--- config.mk ---
export PLATFORM = sky130hd
export DESIGN_NAME = seq_divider_p
export DESIGN_NICKNAME = d
export VERILOG_FILES = /design/src/rtl/seq_divider_p.sv
export SDC_FILE = /design/constraint.sdc
export NUM_CORES = 1
export LEC_CHECK = 0
export ABC_AREA = 1
export BUFFER_PORTS_ARGS = -buffer_cell sky130_fd_sc_hd__buf_2
export CAP_MARGIN = 15
export CORE_UTILIZATION = 46
export DETAILED_ROUTE_END_ITERATION = 10
export PLACE_DENSITY = 0.66
export RECOVER_POWER = 25
export SLEW_MARGIN = 10
export SYNTH_ARGS = -nofsm -noshare
export SYNTH_HDL_FRONTEND = slang
export SYNTH_SLANG_ARGS = --single-unit
--- constraint.sdc ---
create_clock -name clk -period 6.01 [get_ports clk]
set_input_delay 0 -clock clk [delete_from_list [all_inputs] [get_ports clk]]
set_output_delay 0 -clock clk [all_outputs]
set_load 0.02 [all_outputs]
--- src/rtl/seq_divider_p.sv ---
// seq_divider_p: multi-cycle restoring divider, WIDTH-bit operands.
// One operand pair per Run; quotient/remainder after WIDTH+1 cycles.
// Optional signed mode is enabled by defining DIV_SIGNED_EN.
module seq_divider_p #(
    parameter int WIDTH = 32
) (
    input  logic             clk,
    input  logic             Rst,
    input  logic             Run,
    input  logic             Signed,
    input  logic [WIDTH-1:0] Dvnd,
    input  logic [WIDTH-1:0] Dvsr,
    output logic [WIDTH-1:0] Q,
    output logic [WIDTH-1:0] R,
    output logic             Rdy,
    output logic             Busy,
    output logic             DivZero
);
    localparam int CW = $clog2(WIDTH + 1);
    localparam logic [CW-1:0] LAST = CW'(WIDTH - 1);

    typedef enum logic [1:0] {IDLE, CALC, FIX, DONE} state_t;

    state_t           state, next;
    logic [WIDTH-1:0] quo, rem, dvsr_w;
    logic [CW-1:0]    cnt;
    logic             accept, zero_dvsr, fits;
    logic [WIDTH-1:0] a_mag, b_mag, q_fix, r_fix;
    logic [WIDTH:0]   shifted;
    logic [WIDTH+1:0] trial;

    assign accept    = Run && (state == IDLE || state == DONE);
    assign zero_dvsr = (Dvsr == '0);

    // Trial subtract carries an extra borrow bit beyond WIDTH+1 so the
    // shifted partial remainder never overflows the sign test.
    assign shifted = {rem, quo[WIDTH-1]};
    assign trial   = {1'b0, shifted} - {2'b00, dvsr_w};
    assign fits    = ~trial[WIDTH+1];

`ifdef DIV_SIGNED_EN
    logic q_neg, r_neg;

    assign a_mag = (Signed && Dvnd[WIDTH-1]) ? -Dvnd : Dvnd;
    assign b_mag = (Signed && Dvsr[WIDTH-1]) ? -Dvsr : Dvsr;
    assign q_fix = q_neg ? -quo : quo;
    assign r_fix = r_neg ? -rem : rem;

    // Result sign flags captured at accept
    always_ff @(posedge clk or posedge Rst) begin
        if (Rst) begin
            q_neg <= 1'b0;
            r_neg <= 1'b0;
        end else if (accept && !zero_dvsr) begin
            q_neg <= Signed & (Dvnd[WIDTH-1] ^ Dvsr[WIDTH-1]);
            r_neg <= Signed & Dvnd[WIDTH-1];
        end
    end
`else
    logic signed_unused;

    assign signed_unused = Signed;
    assign a_mag = Dvnd;
    assign b_mag = Dvsr;
    assign q_fix = quo;
    assign r_fix = rem;
`endif

    // State register
    always_ff @(posedge clk or posedge Rst) begin
        if (Rst) state <= IDLE;
        else     state <= next;
    end

    // Next-state logic
    always_comb begin
        next = state;
        case (state)
            IDLE, DONE: if (Run) next = zero_dvsr ? DONE : CALC;
            CALC:       if (cnt == LAST) next = FIX;
            FIX:        next = DONE;
            default:    next = IDLE;
        endcase
    end

    // Datapath, iteration counter and registered outputs
    always_ff @(posedge clk or posedge Rst) begin
        if (Rst) begin
            quo     <= '0;
            rem     <= '0;
            dvsr_w  <= '0;
            cnt     <= '0;
            Q       <= '0;
            R       <= '0;
            Rdy     <= 1'b0;
            Busy    <= 1'b0;
            DivZero <= 1'b0;
        end else begin
            case (state)
                IDLE, DONE: begin
                    if (Run) begin
                        if (zero_dvsr) begin
                            Q       <= '1;
                            R       <= Dvnd;
                            DivZero <= 1'b1;
                            Rdy     <= 1'b1;
                        end else begin
                            quo     <= a_mag;
                            rem     <= '0;
                            dvsr_w  <= b_mag;
                            cnt     <= '0;
                            Busy    <= 1'b1;
                            Rdy     <= 1'b0;
                            DivZero <= 1'b0;
                        end
                    end
                end
                CALC: begin
                    rem <= fits ? trial[WIDTH-1:0] : shifted[WIDTH-1:0];
                    quo <= {quo[WIDTH-2:0], fits};
                    cnt <= cnt + 1'b1;
                end
                FIX: begin
                    Q    <= q_fix;
                    R    <= r_fix;
                    Busy <= 1'b0;
                    Rdy  <= 1'b1;
                end
                default: ;
            endcase
        end
    end
endmodule

After elaboration in Yosys (flattened, before gate mapping)
Cells that the tools add are included.

Flip-flop bits (word level): 171. Input bits: 68. Output and inout port bits: 67. Logic and storage cells: 60.

Add/subtract/negate cells: 2. Equal/unequal tests: 8. Muxes and demuxes: 26. Bitwise operators: 2. Reduce and logical (&&, ||, !) cells: 12.

Operator list (count): 2-to-1 mux 32 bit (9); case mux 32 bit (2 select lines) (4); subtractor 33 x 32 -> 34 bit (1); zero test 32 bit (1); 2-to-1 mux 6 bit (2); case mux 6 bit (2 select lines) (1); AND reduction 3 bit (4); != test 2 bit (second input constant) (4); adder 6 x 1 -> 6 bit (second input constant) (1); equality test 6 x 5 -> 1 bit (second input constant) (1); 2-to-1 mux 2 bit (3); case mux 2 bit (3 select lines) (1); AND reduction 2 bit (3); equality test 2 bit (second input constant) (2); 2-to-1 mux 1 bit (4); case mux 1 bit (2 select lines) (2); nonzero test 2 bit (2); equality test 2 x 1 -> 1 bit (second input constant) (1); zero test 2 bit (1); inverter 1 bit (2); OR reduction 2 bit (1).

Logic depth before layout (Yosys ltp)
Gate-level depths: netlist of the first run.

Depth in word-level cells: 4. Gate-level depth with buffers: 16.

Worst setup path after synthesis of the first run
OpenSTA, ideal clock, no wires.

Kind: reg2reg. From: register quo[31] (netlist: q_fix[31]). To: register rem[28] (netlist: r_fix[28]). Library setup time: 0.116 ns. Arrival: 1.851 ns. Data required time: 5.894 ns. Setup slack: 4.042 ns. Stages on the path, launching flop included: 17. Path through: dfrtp_1 -> inv_1 -> ha_1 -> inv_1 -> fa_1 -> nand3_1 -> nand3_1 -> nand2_1 -> nand2_1 -> nand2_1 -> nand2_1 -> nand2_1 -> nand2_1 -> nand2_1 -> nand3_1 -> nand2_1 -> nand2_1.

Word-level cells in the longest chain between the ends: 3.

RTL lines: start, declared (RTL line 25) `logic [WIDTH-1:0] quo, rem, dvsr_w;`; start signal, assigned (RTL line 108) `quo <= a_mag;`; start signal, assigned (RTL line 120) `quo <= {quo[WIDTH-2:0], fits};`; subtractor 33 x 32 -> 34 bit (RTL line 38) `assign trial = {1'b0, shifted} - {2'b00, dvsr_w};`; 2-to-1 mux 32 bit (RTL line 119) `rem <= fits ? trial[WIDTH-1:0] : shifted[WIDTH-1:0];`; case mux 32 bit (2 select lines) (RTL line 99) `case (state)`; end signal, assigned (RTL line 119); end, declared (RTL line 25).

Every way passes these cells. A chain may end at the register's enable or synchronous reset.

Worst setup path after layout of the first run
From: register state[0]. To: register R[8].

Word-level cells in the longest chain between the ends: 4. Elaborated cells on any way between the ends: 9.

RTL lines: start, declared (RTL line 24) `state_t state, next;`; start signal, assigned (RTL line 72) `else state <= next;`; equality test 2 bit / zero test 2 bit (equally long branches) (RTL line 99); OR reduction 2 bit (RTL line 99); != test 2 bit (no line) / nonzero test 2 bit (equally long branches); AND reduction 3 bit (no line); end signal, assigned (RTL line 104) `R <= Dvnd;`; end signal, assigned (RTL line 125) `R <= r_fix;`; end, declared (RTL line 14) `output logic [WIDTH-1:0] R,`.

Parallel ways exist; a longest one is shown, timed or not.

==> flow_summary.toml, run 1 <==
[yosys]
synth_fp_nets = 1553
avgSynthCellArea_um2 = 7.04
syn-instance-count = 1448
ys_seq_area_share_pct = 42.0
synth_top_family_by_area = "simple AND/OR/NAND/NOR gates"
syn_area_mm2 = 0.0102
synth_adder_area_share_pct = 4.62
synth.area.mux_share_pct = 0
synth_area_leaders = "dfrtp_1, nand2_1, inv_1"
ys.flop_type = "dfrtp_1"
ys_warn_count = 0
synth-xor-area-share_pct = 1.46
yosys.area.top_type = "dfrtp_1"
yosys.area.top_type_share_pct = 42.0
synth_edf_count = 0
synthSimpleGateAreaFrac_pct = 33.8
ys_ff_latch = 171
async_flop_share_pct = 100
synth-compound-area-share_pct = 8.57
synth_cell_type_count = 40

[route]
via_per_inst = 5.07
drt_iter0_markers = 703
wire_per_inst_um = 14.7
drt-pass1-iter-count = 5
drtAntennaViolNets = 0
drc_errors = 0
wl_um = 28000
vias = 9667

[pwr]
comb_power_share_pct = 51.0
vdd_drop_max_mv = 0.215
p_total_w = 0.00606
cellInternalPower_w = 0.00312
leakagePower_nw = 6.22
p_per_area_mw_per_mm2 = 500
seqPwrFrac_pct = 30.7
clock_power_share_pct = 18.3
swShare_pct = 48.5
p_sw_w = 0.00294

[clock_network]
cts_max_level = 4
clk_latency_ns = 0.44
clockBufferDepth = 2
cts_tree = "yes"
cts_resized = 0
clk_pin_slew_ns = 0.08
numCtsBuffers = 17
cts-root-buf = "clkbuf_16"
clkSinkCount = 171

[global_routing]
grt-ovfl-total = 0
grtUsageTotal_pct = 25.4
grt_first_pass_wirelength_um = 44700
grt_pass1_vias = 8988
antenna_found_initial = 0
grt_max_degree = 107

[place]
port_buffers = 133
gp_congestion = 0.919
dp_hpwl_um = 19400
dp_cells = 1810
post-place-ws_ns = 2.85

[sta]
setup_viol = 0
finalClockSkew_ns = 0.0160
post-route-min-period_ns = 3.21
timing.fmax_mhz = 312
finalSetupTns_ns = 0
hold_viol_final = 0
slew_viol_final = 0
rsz0062_at_grt = "false"
relSlewSlack_pct = 27.3
worst_slew_pin_slew_ns = 1.09
fin_crit_sh_pct = 53.4
layout_setup_ws_ns = 2.80

[die]
fp-row-count = 54
start_util_pct = 46.8
io_pins = 135
die-area_mm2 = 0.0227
die_h_um = 151
die_w_um = 151
core-area_mm2 = 0.0218

[cells_and_area]
layout-drive-gt1-share_pct = 8.35
nets = 1720
antenna_cells = 0
area_growth_pct = 19.0
finalNonFillerCells = 1908
fin_util_pct = 55.7

[setup_path]
required_ns = 6.36
start_kind = "flip-flop"
critPathArrivalTime_ns = 3.55
cp-end-kind = "flip-flop"
cp_max_fo = 106
path_class = "flip-flop to flip-flop"

[outcome]
status = "finished, final reports clean"

[min_path]
hold_class = "input port to flip-flop"

[flow_run]
cap_violations = 0
## sequential cells by signal, indices dropped and copies added (netlist names)
signal,count
state,2
Busy,1
dvsr_w,32
DivZero,1
Rdy,1
Q,32
r_fix,32
R,32
q_fix,32
cnt,6
## layout make-up
| type | instances | area, um2 |
|---|---|---|
| tap | 280 | 350 |
| clock inverter | 14 | 151 |
| sequential | 171 | 4280 |
| inverter | 180 | 681 |
| clock buffer | 18 | 439 |
| multi-input combinational | 1041 | 4950 |
| fill | 2171 | 9630 |
| timing repair buffer | 204 | 1280 |
## power by group through the flow
| stage | clock, W | combinational [W] | sequential, W |
|---|---|---|---|
| global placement | 0 | 0.00304 | 0.00186 |
| detailed placement | 0 | 0.00310 | 0.00187 |
| CTS | 0.00112 | 0.00315 | 0.00185 |
| finish | 0.00111 | 0.00309 | 0.00186 |
| floorplan | 0 | 0.00216 | 0.00206 |
| global route | 0.00117 | 0.00348 | 0.00191 |
## what timing repair did
| item | in CTS | in global routing |
|---|---|---|
| setup buffers | 0 | 0 |
| hold buffers | 66 | 0 |
| endpoints found under the hold margin | 198 | 0 |
## logic make-up after synthesis
logic type,count (synthesis)
AND/OR/NAND/NOR,835
flip-flops,171
AO/OA/AOI/OAI,152
adder cells (fa/ha/maj),37
XOR/XNOR,17
buffers and inverters,236
## worst paths after layout
kind                       cells after the start          to       from  slack, ns
max                                            9        R[8]   state[0]       2.80
min                                            4  dvsr_w[25]   Dvsr[25]       0.31
max reg2reg                                    9        R[8]   state[0]       2.80
min reg2reg                                    2   dvsr_w[0]  dvsr_w[0]       0.50
max in group asynchronous                      4   r_fix[30]        Rst       4.26
min in group asynchronous                      3        Q[9]        Rst       0.32
## worst max-delay path, stage by stage, from the launching register on
cell and delay (ns):
dfrtp_1 0.42, inv_1 0.07, ha_1 0.17, inv_2 0.38, nor2_1 0.29, nor2_1 0.10
a21oi_4 0.46, buf_4 0.85, nor2_1 0.09, a31oi_1 0.19
## cell usage in the layout (no fill, tap or decap), types with 4 or more instances in the layout
cell type,netlist,routed
nand2_1,525,525
o211ai_1,7,7
nor3_1,5,5
nor2_2,5,6
o21ai_1,17,17
nor2_1,158,157
clkbuf_1,13,68
dfrtp_1,171,171
inv_1,174,173
a21oi_1,49,48
nand4_1,11,11
a31oi_1,39,39
buf_4,7,5
inv_2,5,5
clkbuf_16,0,17
nand2_2,7,7
clkinv_4,0,4
o21ai_0,28,28
ha_1,36,36
inv_8,0,6
xnor2_1,14,14
dlygate4sd3_1,0,66
nand3b_1,10,10
buf_2,33,65
nand3_1,101,101
## per-layer routing
metal  vias to the layer above  GRT usage (%)  wire, um
met5                         -              0         0
li1                       4887              -         -
met4                         0           9.15       665
met2                       282           41.3     12700
met1                      4456           34.5     13000
met3                        42           3.34      1590
## cell usage after synthesis, types with 2 or more instances
cell and count:
nand3_2 2, clkbuf_1 13, xnor2_1 14, nor2_4 2
nor2_2 5, o211ai_1 7, nor3_1 5, nand3_1 101
a31oi_1 39, nand3b_1 10, nor2_1 158, nand2_4 2
o21bai_1 3, o21ai_1 17, and2_1 3, a21oi_1 49
a21oi_2 3, nand2_2 7, inv_2 5, o21ai_0 28
buf_4 7, buf_2 33, nand4_1 11, inv_1 174
ha_1 36, xor2_1 3, buf_6 3, dfrtp_1 171
nand2_1 525, o31ai_1 2
## per-stage QoR
| stage | hold slack [ns] | instance area, um2 |
|---|---|---|
| floorplan | 0.110 | 10200 |
| global placement | 0.212 | 11000 |
| detailed placement | 0.218 | 11000 |
| CTS | 0.297 | 12200 |
| global route | 0.328 | 12100 |
| finish | 0.311 | 12100 |
No activity file was read; power rests on OpenSTA's default activity.
==> run 2: changes to the inputs <==
Settings changed: PLACE_DENSITY 0.66 to 0.68.
Clock period 6.01 ns to 2.9 ns, I/O delays scaled along.
==> run 2 against run 1 <==
Compared with the run above:
- the flow now finishes with violations (capacitance limit, slew limit)
- flip-flop and latch count unchanged
- via count up 0.88%
- sequential power up 110%
- final cell count up 0.89%
- routed wire length up 0.71%
- worst hold slack worse by 0.0013 ns
- die area unchanged
- final area up 1.6%
- critical path depth up 2
- critical path type unchanged
- critical endpoint is now r_fix[31]
- largest cell class unchanged
- largest power group unchanged
- highest routed layer unchanged
==> flow_summary.toml, run 2 (same netlist as run 1, synthesis figures left out) <==
[route]
drc_errors = 0
wl_um = 28200
wire_per_inst_um = 14.7
vias = 9752
drt_iter0_markers = 595
via_per_inst = 5.07
drtAntennaViolNets = 0
drt-pass1-iter-count = 5

[flow_run]
cap_violations = 1

[setup_path]
cp-end-kind = "flip-flop"
crit_path_start = "r_fix[18]"
path_buf_inv = 0
critPathTopFamily = "simple AND/OR/NAND/NOR gates"
max_stage_delay_ns = 0.48
critPathArrivalTime_ns = 2.93
crit_path_top_delay_cell = "dfrtp_1"
required_ns = 3.28
r2r_start = "r_fix[18]"
cp_max_fo = 32
path_class = "flip-flop to flip-flop"
crit_chain = "ha_1 > nand2_1 > nor2_1 > nand2_1 > nor2_2 > nand2_4 > nand2_4 > nand2_2 > nand2_1 > nand2_1 > nand2_1"
start_kind = "flip-flop"
cp_common_cell = "nand2_1"

[clock_network]
clk_pin_slew_ns = 0.08
numCtsBuffers = 17
clkSinkCount = 171
cts-root-buf = "clkbuf_16"
clockBufferDepth = 2
clk_latency_ns = 0.44
cts_tree = "yes"
cts_max_level = 4

[pwr]
p_per_area_mw_per_mm2 = 1050
p_total_w = 0.0129
cellInternalPower_w = 0.00677
seqPwrFrac_pct = 29.8
leakagePower_nw = 6.32
vdd_drop_max_mv = 0.649
clock_power_share_pct = 18.2
comb_power_share_pct = 52.0
swShare_pct = 47.7
p_sw_w = 0.00616

[sta]
relSlewSlack_pct = -42.9
hold_viol_final = 0
fin_crit_sh_pct = 88.1
rsz0062_at_grt = "false"
timing.hold.ws_ns = 0.309
timing.fmax_mhz = 392
finalClockSkew_ns = 0.0142
finalSetupTns_ns = 0
slew_viol_final = 172
setup_viol = 0
worst_slew_pin_slew_ns = 2.14
post-route-min-period_ns = 2.55

[die]
die_h_um = 151
io_pins = 135
core-area_mm2 = 0.0218
die_w_um = 151
start_util_pct = 46.8
fp-row-count = 54
die-area_mm2 = 0.0227

[global_routing]
grt_first_pass_wirelength_um = 45700
grt_pass1_vias = 9253
grt_max_degree = 172
grt-ovfl-total = 0
antenna_found_initial = 0
grtUsageTotal_pct = 25.9

[place]
port_buffers = 133
gp_congestion = 0.916
dp_hpwl_um = 20000
dpl_cell_area_mm2 = 0.0112

[cells_and_area]
area_growth_pct = 21.0
finalInstanceArea_mm2 = 0.0123
layout-drive-gt1-share_pct = 9.30
antenna_cells = 0
final_cell_mix = "nand2_1, inv_1, dfrtp_1"
layout_commonest_cell = "nand2_1"
fillers = 2124
nets = 1737

[outcome]
violations = "capacitance limit, slew limit"
status = "complete, but fails checks"

[min_path]
hold_class = "input port to flip-flop"
hold_start = "Dvsr[27]"
## run 2: stage by stage
stage / util [%] / worst slack (ns) / cells
final: 56.6 / 0.346 / 1925
after global routing: 56.6 / 0.149 / 1925
after CTS: 57.1 / 0.383 / 1925
after detailed placement: 51.3 / 0.454 / 1827
after global placement: 51.3 / 0.448 / 1827
after floorplan: - / 0.717 / 1448
## run 2: layout make-up
class	instances	area, um2	share of cell area [%]
Clock buffer	17	425	3.45
Sequential cell	171	4280	34.7
Timing Repair Buffer	221	1470	11.9
Multi-Input combinational cell	1041	4950	40.1
Clock inverter	15	173	1.40
Inverter	180	679	5.51
Tap cell	280	350	2.84
## run 2: worst paths after layout
path	endpoint	slack (ns)	cells past startpoint
setup / recovery	r_fix[31]	0.35	11
hold / removal	dvsr_w[27]	0.31	4
setup reg to reg	r_fix[31]	0.35	11
hold reg to reg	dvsr_w[0]	0.51	2
max in group asynchronous	Q[1]	0.67	4
min in group asynchronous	q_fix[7]	0.89	4
## run 2: repair_timing
action,in CTS,in global routing
setup endpoints to repair,0,0
setup buffers,0,0
gates resized for setup,0,0
hold buffers,66,0
hold endpoints to repair,268,0
## run 2: power groups by stage
stage / sequential (W) / combinational [W] / clock (W)
floorplan: 0.00426 / 0.00447 / 0
global placement: 0.00385 / 0.00662 / 0
detailed placement: 0.00388 / 0.00674 / 0
CTS: 0.00384 / 0.00685 / 0.00238
global route: 0.00397 / 0.00754 / 0.00247
finish: 0.00386 / 0.00673 / 0.00235
## run 2: metal layers
metal  track usage [%]  part of all wire, %  up-vias
li1                  -                    -     4933
met1              35.1                   46     4467
met2              42.3                   45      308
met3              3.98                  6.6       44
met4              8.40                  2.5        0
met5                 0                    0        -
## run 2: worst register-to-register path: stages (launching register included)
cell and delay, ns:
dfrtp_1 0.48, ha_1 0.45, nand2_1 0.14, nor2_1 0.23
nand2_1 0.14, nor2_2 0.17, nand2_4 0.07, nand2_4 0.33
nand2_2 0.26, nand2_1 0.12, nand2_1 0.05, nand2_1 0.05
==> run 3: changes to the inputs <==
Clock period 2.9 ns to 2.27 ns, I/O delays scaled along.
==> run 3 against run 2 <==
Compared with the run above:
- the run still ends with capacitance limit, slew limit left
- non-clock buffer count is 47 higher
- global-route usage rose by 0.43 points
- setup slack worse by 0.23 ns
- fmax rose by 19%
- final area is 4.4% higher
- utilization grew 2.5 points
- clock power up 23%
- routed wire length grew 2.8%
- worst hold slack improved by 0.0059 ns
- critical path depth increased by 4
- largest cell class unchanged
==> flow_summary.toml, run 3 (same netlist as run 1, synthesis figures left out) <==
[sta]
slew_viol_final = 30
worst_slew_pin_slew_ns = 1.71
hold_viol_final = 0
timing.hold.ws_ns = 0.315
fin_crit_sh_pct = 94.7
finalClockSkew_ns = 0.0188
relSlewSlack_pct = -14.4
setup_viol = 0
post-route-min-period_ns = 2.15
timing.fmax_mhz = 465

[setup_path]
critPathArrivalTime_ns = 2.47
start_kind = "flip-flop"
required_ns = 2.59
path_class = "flip-flop to flip-flop"
r2r_start = "q_fix[31]"
cp-end-kind = "flip-flop"
rrSetupSlack_ns = 0.12
crit_path_start = "q_fix[31]"
cp_max_fo = 4

[cells_and_area]
area_growth_pct = 26.3
fillers = 2099
fin_util_pct = 59.1
final_cell_mix = "nand2_1, inv_1, dfrtp_1"
register_area_mm2 = 0.00428
layout_commonest_cell = "nand2_1"
multiInputGateArea_mm2 = 0.00507
antenna_cells = 0
finalInstanceArea_mm2 = 0.0129
nets = 1784
finalNonFillerCells = 1971
layout-drive-gt1-share_pct = 13.5

[pwr]
vdd_drop_max_mv = 0.657
leakagePower_nw = 6.60
p_total_w = 0.0170
p_per_area_mw_per_mm2 = 1320

[clock_network]
clk_latency_ns = 0.44
cts_tree = "yes"
numCtsBuffers = 17
clkSinkCount = 171
clk_pin_slew_ns = 0.07
cts_max_level = 4
clockBufferDepth = 2
cts-root-buf = "clkbuf_16"

[route]
wire_per_inst_um = 14.7
vias = 9877
via_per_inst = 5.01
wl_um = 29000
drt-pass1-iter-count = 5
drtAntennaViolNets = 0
drc_errors = 0
drt_iter0_markers = 596

[global_routing]
grt_pass1_vias = 9210
grt-ovfl-total = 0
grt_first_pass_wirelength_um = 46600
grt_max_degree = 62
antenna_found_initial = 0
grtUsageTotal_pct = 26.3

[die]
die-area_mm2 = 0.0227
start_util_pct = 46.8
die_w_um = 151
die_h_um = 151
fp-row-count = 54
io_pins = 135
core-area_mm2 = 0.0218

[place]
gp_congestion = 0.922
port_buffers = 133
dp_cells = 1869
dpl_cell_area_mm2 = 0.0115
dp_hpwl_um = 21300

[outcome]
status = "complete, but fails checks"
violations = "capacitance limit, slew limit"

[flow_run]
cap_violations = 1

[min_path]
hold_start = "Dvsr[11]"
hold_class = "input port to flip-flop"
-- run 3: changes by cell type in the layout (fill, tap and decap cells not counted), moves of 2 or more --
cell and delta:
buf_2 +6, buf_12 +6, ha_1 -7, nand2_1 -8, nand2_2 +7, nand3_1 -2, clkbuf_1 -5, buf_4 +38
ha_2 +3, nor2_1 -2, nand3_2 +2, buf_6 +2, ha_4 +4
-- run 3: area by class of cell --
cell class / count / area share, %
timing repair buffer: 268 / 14.8
clock inverter: 14 / 1.16
clock buffer: 17 / 3.31
sequential: 171 / 33.3
inverter: 180 / 5.26
tap: 280 / 2.72
multi-input combinational: 1041 / 39.5
-- run 3: worst max-delay path, stage by stage, from the launching register on --
cell and delay (ns):
dfrtp_1 0.39, inv_2 0.07, ha_1 0.14, inv_1 0.07
fa_2 0.42, nand3_1 0.11, nand3_2 0.07, nand2_1 0.07
nand2_2 0.10, buf_4 0.16, nand2_1 0.08, nand4_1 0.11
nand2_2 0.10, nand2_1 0.05, nand2_1 0.05, nand2_1 0.05
-- run 3: through the flow --
stage	TNS, ns	setup WS, ns
2_1_floorplan	0	0.0873
3_3_place_gp	0	0.0669
3_5_place_dp	0	0.0372
4_1_cts	0	0.0223
5_1_grt	-0.0308	-0.0145
6_report	0	0.121
-- run 3: worst paths after layout --
path / to / depth (start not counted)
worst max-delay path: r_fix[24] / 15
worst max register to register: r_fix[24] / 15
max in group asynchronous: R[15] / 4
worst min register to register: q_fix[27] / 2
worst min-delay path: dvsr_w[11] / 4
min in group asynchronous: Q[8] / 3
-- run 3: power breakdown --
part	internal, W	total (W)	switching, W	leakage (nW)
logic	0.00327	0.00921	0.00594	4.29
registers	0.00424	0.00490	0.000660	2.04
clock network	0.00147	0.00289	0.00142	0.280
-- run 3: repair_timing --
action                                  CTS  global route
endpoints found under the setup margin    0            31
endpoints found under the hold margin   123             0
buffers inserted                          0             5
hold buffers                             66             0
resized for setup                         0            29
-- run 3: metal layers --
metal,global-route usage (%),up-vias,part of all wire (%)
met4,8.15,0,1.7
met5,0,-,0
li1,-,5020,-
met2,42.9,260,47
met1,36.4,4565,47
met3,3.31,32,4.9
